`src/rtl/vga_timing_gen_if.sv`:
```
// Video timing bundle: pixel strobe, raster position and decoded sync/blank flags.
interface vga_timing_gen_if;
  logic       p_tick;
  logic [9:0] pixel_x;
  logic [9:0] pixel_y;
  logic       video_on;
  logic       hsync;
  logic       vsync;
  logic       frame_tick;

  modport master (
    output p_tick, pixel_x, pixel_y, video_on, hsync, vsync, frame_tick
  );

  modport slave (
    input  p_tick, pixel_x, pixel_y, video_on, hsync, vsync, frame_tick
  );
endinterface

```
`src/rtl/vga_timing_gen.sv`:
```
// VGA raster timing: divides clk into a pixel strobe and scans h/v counters,
// emitting glitch-free registered sync, blanking and end-of-frame flags.
module vga_timing_gen #(
  parameter int unsigned H_DISPLAY = 640,
  parameter int unsigned H_FP      = 16,
  parameter int unsigned H_SYNC    = 96,
  parameter int unsigned H_BP      = 48,
  parameter int unsigned V_DISPLAY = 480,
  parameter int unsigned V_FP      = 10,
  parameter int unsigned V_SYNC    = 2,
  parameter int unsigned V_BP      = 33,
  parameter int unsigned DIV       = 4
) (
  input  logic             clk,
  input  logic             reset,
  vga_timing_gen_if.master vga
);

  localparam int unsigned CW       = 10;
  localparam int unsigned DW       = (DIV > 1) ? $clog2(DIV) : 1;
  localparam int unsigned H_TOTAL  = H_DISPLAY + H_FP + H_SYNC + H_BP;
  localparam int unsigned V_TOTAL  = V_DISPLAY + V_FP + V_SYNC + V_BP;
  localparam int unsigned HS_START = H_DISPLAY + H_FP;
  localparam int unsigned HS_END   = HS_START + H_SYNC;
  localparam int unsigned VS_START = V_DISPLAY + V_FP;
  localparam int unsigned VS_END   = VS_START + V_SYNC;

  logic [DW-1:0] div_cnt, div_nxt;
  logic [CW-1:0] h_cnt, h_nxt;
  logic [CW-1:0] v_cnt, v_nxt;
  logic          h_wrap;
  logic          p_tick, p_tick_nxt;
  logic          frame_tick, frame_nxt;
  logic          video_on, video_nxt;
  logic          hsync, hsync_nxt;
  logic          vsync, vsync_nxt;

  // Next-state counters; flags decode the next values so they land with the counters.
  always_comb begin
    div_nxt    = (div_cnt >= DW'(DIV - 1)) ? '0 : div_cnt + DW'(1);
    h_nxt      = h_cnt;
    v_nxt      = v_cnt;
    h_wrap     = (h_cnt >= CW'(H_TOTAL - 1));
    if (p_tick) begin
      h_nxt = h_wrap ? '0 : h_cnt + CW'(1);
      // Out-of-range rows are flushed even off a line wrap.
      if (h_wrap || (v_cnt > CW'(V_TOTAL - 1))) begin
        v_nxt = (v_cnt >= CW'(V_TOTAL - 1)) ? '0 : v_cnt + CW'(1);
      end
    end
    p_tick_nxt = (div_nxt == DW'(DIV - 1));
    frame_nxt  = p_tick && (h_cnt == CW'(H_TOTAL - 1)) && (v_cnt == CW'(V_TOTAL - 1));
    video_nxt  = (h_nxt < CW'(H_DISPLAY)) && (v_nxt < CW'(V_DISPLAY));
    hsync_nxt  = !((h_nxt >= CW'(HS_START)) && (h_nxt < CW'(HS_END)));
    vsync_nxt  = !((v_nxt >= CW'(VS_START)) && (v_nxt < CW'(VS_END)));
  end

  always_ff @(posedge clk or posedge reset) begin
    if (reset) begin
      div_cnt    <= '0;
      h_cnt      <= '0;
      v_cnt      <= '0;
      p_tick     <= 1'b0;
      frame_tick <= 1'b0;
      video_on   <= 1'b0;
      hsync      <= 1'b1;
      vsync      <= 1'b1;
    end else begin
      div_cnt    <= div_nxt;
      h_cnt      <= h_nxt;
      v_cnt      <= v_nxt;
      p_tick     <= p_tick_nxt;
      frame_tick <= frame_nxt;
      video_on   <= video_nxt;
      hsync      <= hsync_nxt;
      vsync      <= vsync_nxt;
    end
  end

  assign vga.p_tick     = p_tick;
  assign vga.pixel_x    = h_cnt;
  assign vga.pixel_y    = v_cnt;
  assign vga.video_on   = video_on;
  assign vga.hsync      = hsync;
  assign vga.vsync      = vsync;
  assign vga.frame_tick = frame_tick;

endmodule

```
`src/flat_wrapper.sv`:
```
// flat-port wrapper written by rule: the top's interface ports become plain ports
module vga_timing_gen_flat 
#(
  parameter int unsigned H_DISPLAY = 640,
  parameter int unsigned H_FP      = 16,
  parameter int unsigned H_SYNC    = 96,
  parameter int unsigned H_BP      = 48,
  parameter int unsigned V_DISPLAY = 480,
  parameter int unsigned V_FP      = 10,
  parameter int unsigned V_SYNC    = 2,
  parameter int unsigned V_BP      = 33,
  parameter int unsigned DIV       = 4
)
  (clk, reset, vga_p_tick, vga_pixel_x, vga_pixel_y, vga_video_on, vga_hsync, vga_vsync, vga_frame_tick);
  vga_timing_gen_if vga_i ();
  input  logic clk;
  input  logic reset;
  output wire logic [$bits(vga_i.p_tick)-1:0] vga_p_tick;
  output wire logic [$bits(vga_i.pixel_x)-1:0] vga_pixel_x;
  output wire logic [$bits(vga_i.pixel_y)-1:0] vga_pixel_y;
  output wire logic [$bits(vga_i.video_on)-1:0] vga_video_on;
  output wire logic [$bits(vga_i.hsync)-1:0] vga_hsync;
  output wire logic [$bits(vga_i.vsync)-1:0] vga_vsync;
  output wire logic [$bits(vga_i.frame_tick)-1:0] vga_frame_tick;
  assign vga_p_tick = vga_i.p_tick;
  assign vga_pixel_x = vga_i.pixel_x;
  assign vga_pixel_y = vga_i.pixel_y;
  assign vga_video_on = vga_i.video_on;
  assign vga_hsync = vga_i.hsync;
  assign vga_vsync = vga_i.vsync;
  assign vga_frame_tick = vga_i.frame_tick;
  vga_timing_gen #(.H_DISPLAY(H_DISPLAY), .H_FP(H_FP), .H_SYNC(H_SYNC), .H_BP(H_BP), .V_DISPLAY(V_DISPLAY), .V_FP(V_FP), .V_SYNC(V_SYNC), .V_BP(V_BP), .DIV(DIV)) u_core (.clk(clk), .reset(reset), .vga(vga_i));
endmodule
```
`config.mk`:
```
export PLATFORM = sky130hd
export DESIGN_NAME = vga_timing_gen_flat
export DESIGN_NICKNAME = d
export VERILOG_FILES = /design/src/rtl/vga_timing_gen_if.sv /design/src/rtl/vga_timing_gen.sv /design/src/flat_wrapper.sv
export SDC_FILE = /design/constraint.sdc
export NUM_CORES = 1
export LEC_CHECK = 0
export CAP_MARGIN = 20
export CORE_MARGIN = 2
export CORE_UTILIZATION = 45
export CTS_CLUSTER_DIAMETER = 60
export DETAILED_ROUTE_END_ITERATION = 16
export PLACE_DENSITY = 0.71
export SYNTH_ARGS = -nofsm -noshare
export SYNTH_HDL_FRONTEND = slang
export SYNTH_SLANG_ARGS = --single-unit
```
`constraint.sdc`:
```
create_clock -name clk -period 6.11 [get_ports clk]
set_input_delay 1.222 -clock clk [delete_from_list [all_inputs] [get_ports clk]]
set_output_delay 1.222 -clock clk [all_outputs]
set_load 0.02 [all_outputs]
```
== After elaboration in Yosys (flattened, before gate mapping) ==
Index checks and enable logic that the tools add are counted.
Cells by class
  equal/unequal tests: 3
  add/subtract/negate cells: 3
  $lt $le $gt $ge: 10
  reduce and logical (&&, ||, !) cells: 8
  multiplexer cells: 6
Operator list (number)
  2-to-1 mux 10 bit: 5
  >= comparator 10 bit (second input constant): 3
  adder 10 x 1 -> 10 bit (second input constant): 2
  equality test 10 bit (second input constant): 2
  < comparator 10 bit (second input constant): 2
  < comparator 10 x 9 -> 1 bit (second input constant): 2
  >= comparator 10 x 9 -> 1 bit (second input constant): 1
  greater-than comparator 10 bit (second input constant): 1
  logical AND 1 bit: 5
  adder 2 x 1 -> 2 bit (second input constant): 1
  equality test 2 bit (second input constant): 1
  >= comparator 2 bit (second input constant): 1
  zero test 1 bit: 2
  2-to-1 mux 2 bit: 1
  logical OR 1 bit: 1
Storage, ports and cells
  register bits after elaboration: 27
  input bits: 2

== Logic depth before layout (Yosys ltp) ==
  word-level depth: 7
  depth in mapped cells: 8
  depth with buffers taken out: 8

== Least setup slack after synthesis ==
No wires, ideal clock.
  path kind: register to register
  start: register u_core.v_cnt[6] (netlist: u_core.vga.pixel_y[6])
  end: register u_core.video_on (netlist: u_core.vga.video_on)
  setup slack: 3.906 ns
  data required time: 5.980 ns
  period minus slack after synthesis: 2.204 ns
  arrival time: 2.074 ns
  path buffers: 0
  setup time: 0.130 ns
  cell stages (with the launch flop): 7
  cell sequence: dfrtp_1 -> or3_4 -> or4_4 -> a31o_4 -> a31oi_2 -> and4_1 -> nor3_1
Between the ends
  word-level cells in the longest chain between the ends: 6
  elaborated cells on any way between the ends: 9
RTL lines
  start, declared: RTL line vga_timing_gen.sv:30  | logic [CW-1:0] v_cnt, v_nxt;
  start signal, assigned: RTL line vga_timing_gen.sv:71  | v_cnt <= v_nxt;
  >= comparator 10 bit / greater-than comparator 10 bit (equally long branches): RTL line vga_timing_gen.sv:48, vga_timing_gen.sv:47
  2-to-1 mux 10 bit / logical OR 1 bit (equally long branches): RTL line vga_timing_gen.sv:48, vga_timing_gen.sv:47
  2-to-1 mux 10 bit (*): RTL line vga_timing_gen.sv:47  | if (h_wrap || (v_cnt > CW'(V_TOTAL - 1))) begin
  2-to-1 mux 10 bit (*): RTL line vga_timing_gen.sv:44  | if (p_tick) begin
  via u_core.v_nxt[5]: RTL line vga_timing_gen.sv:30
  < comparator 10 x 9 -> 1 bit (*): RTL line vga_timing_gen.sv:53  | video_nxt = (h_nxt < CW'(H_DISPLAY)) && (v_nxt < CW'(V_DISPLAY));
  logical AND 1 bit (*): RTL line vga_timing_gen.sv:53
  via u_core.video_nxt: RTL line vga_timing_gen.sv:34  | logic video_on, video_nxt;
  end signal, assigned: RTL line vga_timing_gen.sv:74  | video_on <= video_nxt;
  end, declared: RTL line vga_timing_gen.sv:34
The timed path passes the listed nets; every way through them passes the cells marked *.

== Final worst setup path ==
  start: register u_core.p_tick (netlist: u_core.vga.p_tick)
  end: output port vga_p_tick
RTL lines
  start, declared: RTL line vga_timing_gen.sv:32  | logic p_tick, p_tick_nxt;
  start signal, assigned: RTL line vga_timing_gen.sv:72  | p_tick <= p_tick_nxt;
  end, declared: RTL line flat_wrapper.sv:18  | output wire logic [$bits(vga_i.p_tick)-1:0] vga_p_tick;
No word-level cell between the ends.

==> impl_metrics.yaml <==
timing:
  tns_ns: 0
  hold_violations: 0
  setup_viol: 0
  fmax_ghz: 0.339
  rsz0062_at_grt: "false"
  maxSlewViolCount: 0
  tightest_slew_ns: 0.860
  period_share_pct: 48.2
  fin_crit_ns: 2.95
  max-slew-margin-rel_pct: 42.7
  finClkSkew_ns: 0.00719
detailed_routing:
  viasPerCell: 5.56
  wire_per_inst_um: 13.9
  routed_wl_mm: 3.16
  drt_first_pass_iters: 4
  via_count: 1267
  antenna_left: 0
  detail_route.iter0.violations: 43
  drc: 0
logic_synthesis:
  ys_ff_latch: 27
  synth.top_cell.area_share_pct: 43.7
  ys_types: 37
  synthFlopType: "dfrtp_1"
  ys_seq_area_share_pct: 47.4
  synth_warnings: 0
  synthArstFlopShare_pct: 100
  yosys.area.top_type: "dfrtp_1"
  syn_area_um2: 1430
  synth_fp_nets: 164
  synth_area_per_cell_um2: 9.11
  synthTopCellsByArea: "dfrtp_1, ha_1, o21ai_0"
  synth-edff-count: 0
  syn_inst: 157
run:
  cap_violations: 0
clocking:
  cts_max_path_buffers: 2
  post_cts_resized: 0
  cts_buffers: 3
  htreeDepth: 1
  cts_root_buffer: "clkbuf_4"
  cts_sinks: 27
  cts_hold_buf: 0
  clk_latency_ns: 0.32
  post-cts-setup-buffers: 0
  cts_tree: "built"
  clk_transition_reported_paths_ns: 0.14
global_route:
  antenna_found_initial: 0
  grt_max_degree: 28
  track_usage_pct: 18.9
  grt_overflow: 0
  first_global_vias: 1105
  grt_pass1_wl_mm: 5.15
worst_setup_path:
  path_cells: "clkdlybuf4s50_1"
  arrival_ns: 1.72
  cp_max_fo: 19
  critical_path_class: "flip-flop to output pin"
  crit_path_top_delay_cell: "clkdlybuf4s50_1"
  reg2regPathDepth: 7
  critical_path_cell_count: 1
  critPathRequiredTime_ns: 4.89
  cp-start-kind: "flip-flop"
  crit_buf_inv: 1
  cpLargestDelayFamily: "buffers and inverters"
  end_kind: "output pin"
  cpPeakStageDelay_ns: 0.71
worst_hold_path:
  min_path_type: "flip-flop to flip-flop"
  hold_path_depth: 1
floorplan:
  dieArea_um2: 3650
  die_h_um: 60.4
  die_width_um: 60.4
  io-pin-count: 27
  rows: 20
  core-area_um2: 3030
  initial_utilization_pct: 47.2
placed_design:
  io_buffers: 26
  gp_congestion: 0.898
  dpl.hpwl_mm: 2.30
  dpl-instance-area_um2: 1730
power:
  power_density_nw_per_um2: 148
  swShare_pct: 21.7
  vdd_ir_drop_max_mv: 0.0934
  pwr-share-comb_pct: 1.9
  p_seq_share_pct: 68.3
  p_leak_uw: 0.000752
  switchingPower_uw: 56.9
  p_int_uw: 205
  pwr-share-clk_pct: 29.8
layout:
  postLayoutCellArea_um2: 1770
  fillers: 274
  n_antenna_cell: 0
  drive_gt1_share_pct: 7.61
  syn_to_final_growth_pct: 23.9
  finalNetCount: 192
outcome:
  status: "finished, final reports clean"
[per-layer routing]
metal	routed length (um)	global-route usage (%)	up-vias
li1	-	-	619
met1	1510	27.0	614
met2	1530	29.5	32
met3	102	2.77	2
met4	21	6.67	0
met5	0	0	-
[final cells by class]
cell class                      count  area [um2]  share of cell area [%]
Clock buffer                        3        22.5                    1.27
Timing Repair Buffer               27         275                    15.5
Tap cell                           44        55.1                    3.11
Multi-Input combinational cell    115         694                    39.2
Sequential cell                    27         678                    38.3
Clock inverter                      1        5.00                   0.282
Inverter                           11        41.3                    2.33
[kinds of logic after synthesis]
kind of cell / Yosys count / share of synthesized area [%]
muxes: 1 / 0.787
buffers and inverters: 15 / 4.02
xor gates and xnor gates: 1 / 0.613
adders and majority gates: 5 / 4.37
DFF: 27 / 47.4
AOI/OAI and AO/OA: 45 / 20.6
and+or+nand+nor: 63 / 22.2
[registers in the layout, indices dropped and copies added (netlist names)]
register / cells
u_core.vga.p_tick: 1
u_core.vga.pixel_y: 10
u_core.vga.hsync: 1
u_core.div_cnt: 2
u_core.vga.pixel_x: 10
u_core.vga.frame_tick: 1
u_core.vga.vsync: 1
u_core.vga.video_on: 1
[worst paths after layout]
path / start / to / slack (ns)
max: u_core.vga.p_tick$_DFF_PP0_ / vga_p_tick / 3.16
max in group asynchronous: reset / u_core.vga.hsync$_DFF_PP1_ / 4.33
max reg2reg: u_core.vga.pixel_x[0]$_DFF_PP0_ / u_core.vga.hsync$_DFF_PP1_ / 3.48
min in group asynchronous: reset / u_core.vga.pixel_x[0]$_DFF_PP0_ / 1.22
min reg2reg: u_core.div_cnt[0]$_DFF_PP0_ / u_core.div_cnt[0]$_DFF_PP0_ / 0.47
min: u_core.div_cnt[0]$_DFF_PP0_ / u_core.div_cnt[0]$_DFF_PP0_ / 0.47
[per-stage QoR]
stage / setup slack [ns] / util [%] / power (uW) / hold WS (ns) / std cells
after floorplan: 3.91 / - / 185 / 0.422 / 157
after global placement: 3.55 / 57.1 / 186 / 0.434 / 223
after detailed placement: 3.50 / 57.1 / 186 / 0.455 / 223
after CTS: 3.15 / 58.0 / 264 / 0.474 / 227
after global routing: 3.04 / 58.5 / 273 / 0.512 / 228
final: 3.16 / 58.5 / 262 / 0.470 / 228
[cells in the final DEF, fill, tap and decap left out, types with 2 or more instances in the layout]
master and count:
ha_1 5, a31oi_1 8, or3_1 3, o21a_1 5, o21ai_0 12, a22oi_1 2
nand4_1 2, clkdlybuf4s50_1 26, dfrtp_1 25, nand2_1 16, o22ai_1 2, nor2_1 13
and3_1 2, a21oi_1 8, nor3b_1 2, a22o_1 2, clkbuf_4 3, inv_1 11
nor3_1 8, nand3_1 9, dfstp_2 2
[power groups by stage]
stage	Clock (uW)	Sequential (uW)	Combinational, uW
floorplan	0	182	2.64
finish	77.9	179	4.96
global route	88.7	179	5.78
detailed placement	0	182	4.18
CTS	80.7	179	4.19
global placement	0	182	4.07
[worst reg2reg max path, stage by stage, from the launching register on]
cell     delay, ns
dfrtp_1       0.45
ha_1          0.26
nand4_1       0.23
a21oi_1       0.65
o21ai_0       0.24
a22o_1        0.29
or3_1         0.37
nand3_1       0.09
[cells in the mapped netlist (all sizes together), types with 2 or more instances]
| cell type | count |
|---|---|
| o22ai | 2 |
| o21ai | 13 |
| nor3b | 2 |
| nor3 | 8 |
| o21a | 5 |
| a21oi | 8 |
| ha | 5 |
| nor2 | 13 |
| clkbuf | 3 |
| a22o | 2 |
| a31o | 2 |
| nand2 | 16 |
| a22oi | 2 |
| dfrtp | 25 |
| nand3 | 9 |
| dfstp | 2 |
| and3 | 2 |
| nand4 | 2 |
| inv | 11 |
| or3 | 4 |
| a31oi | 9 |
Power figures use the tool's default switching activity.
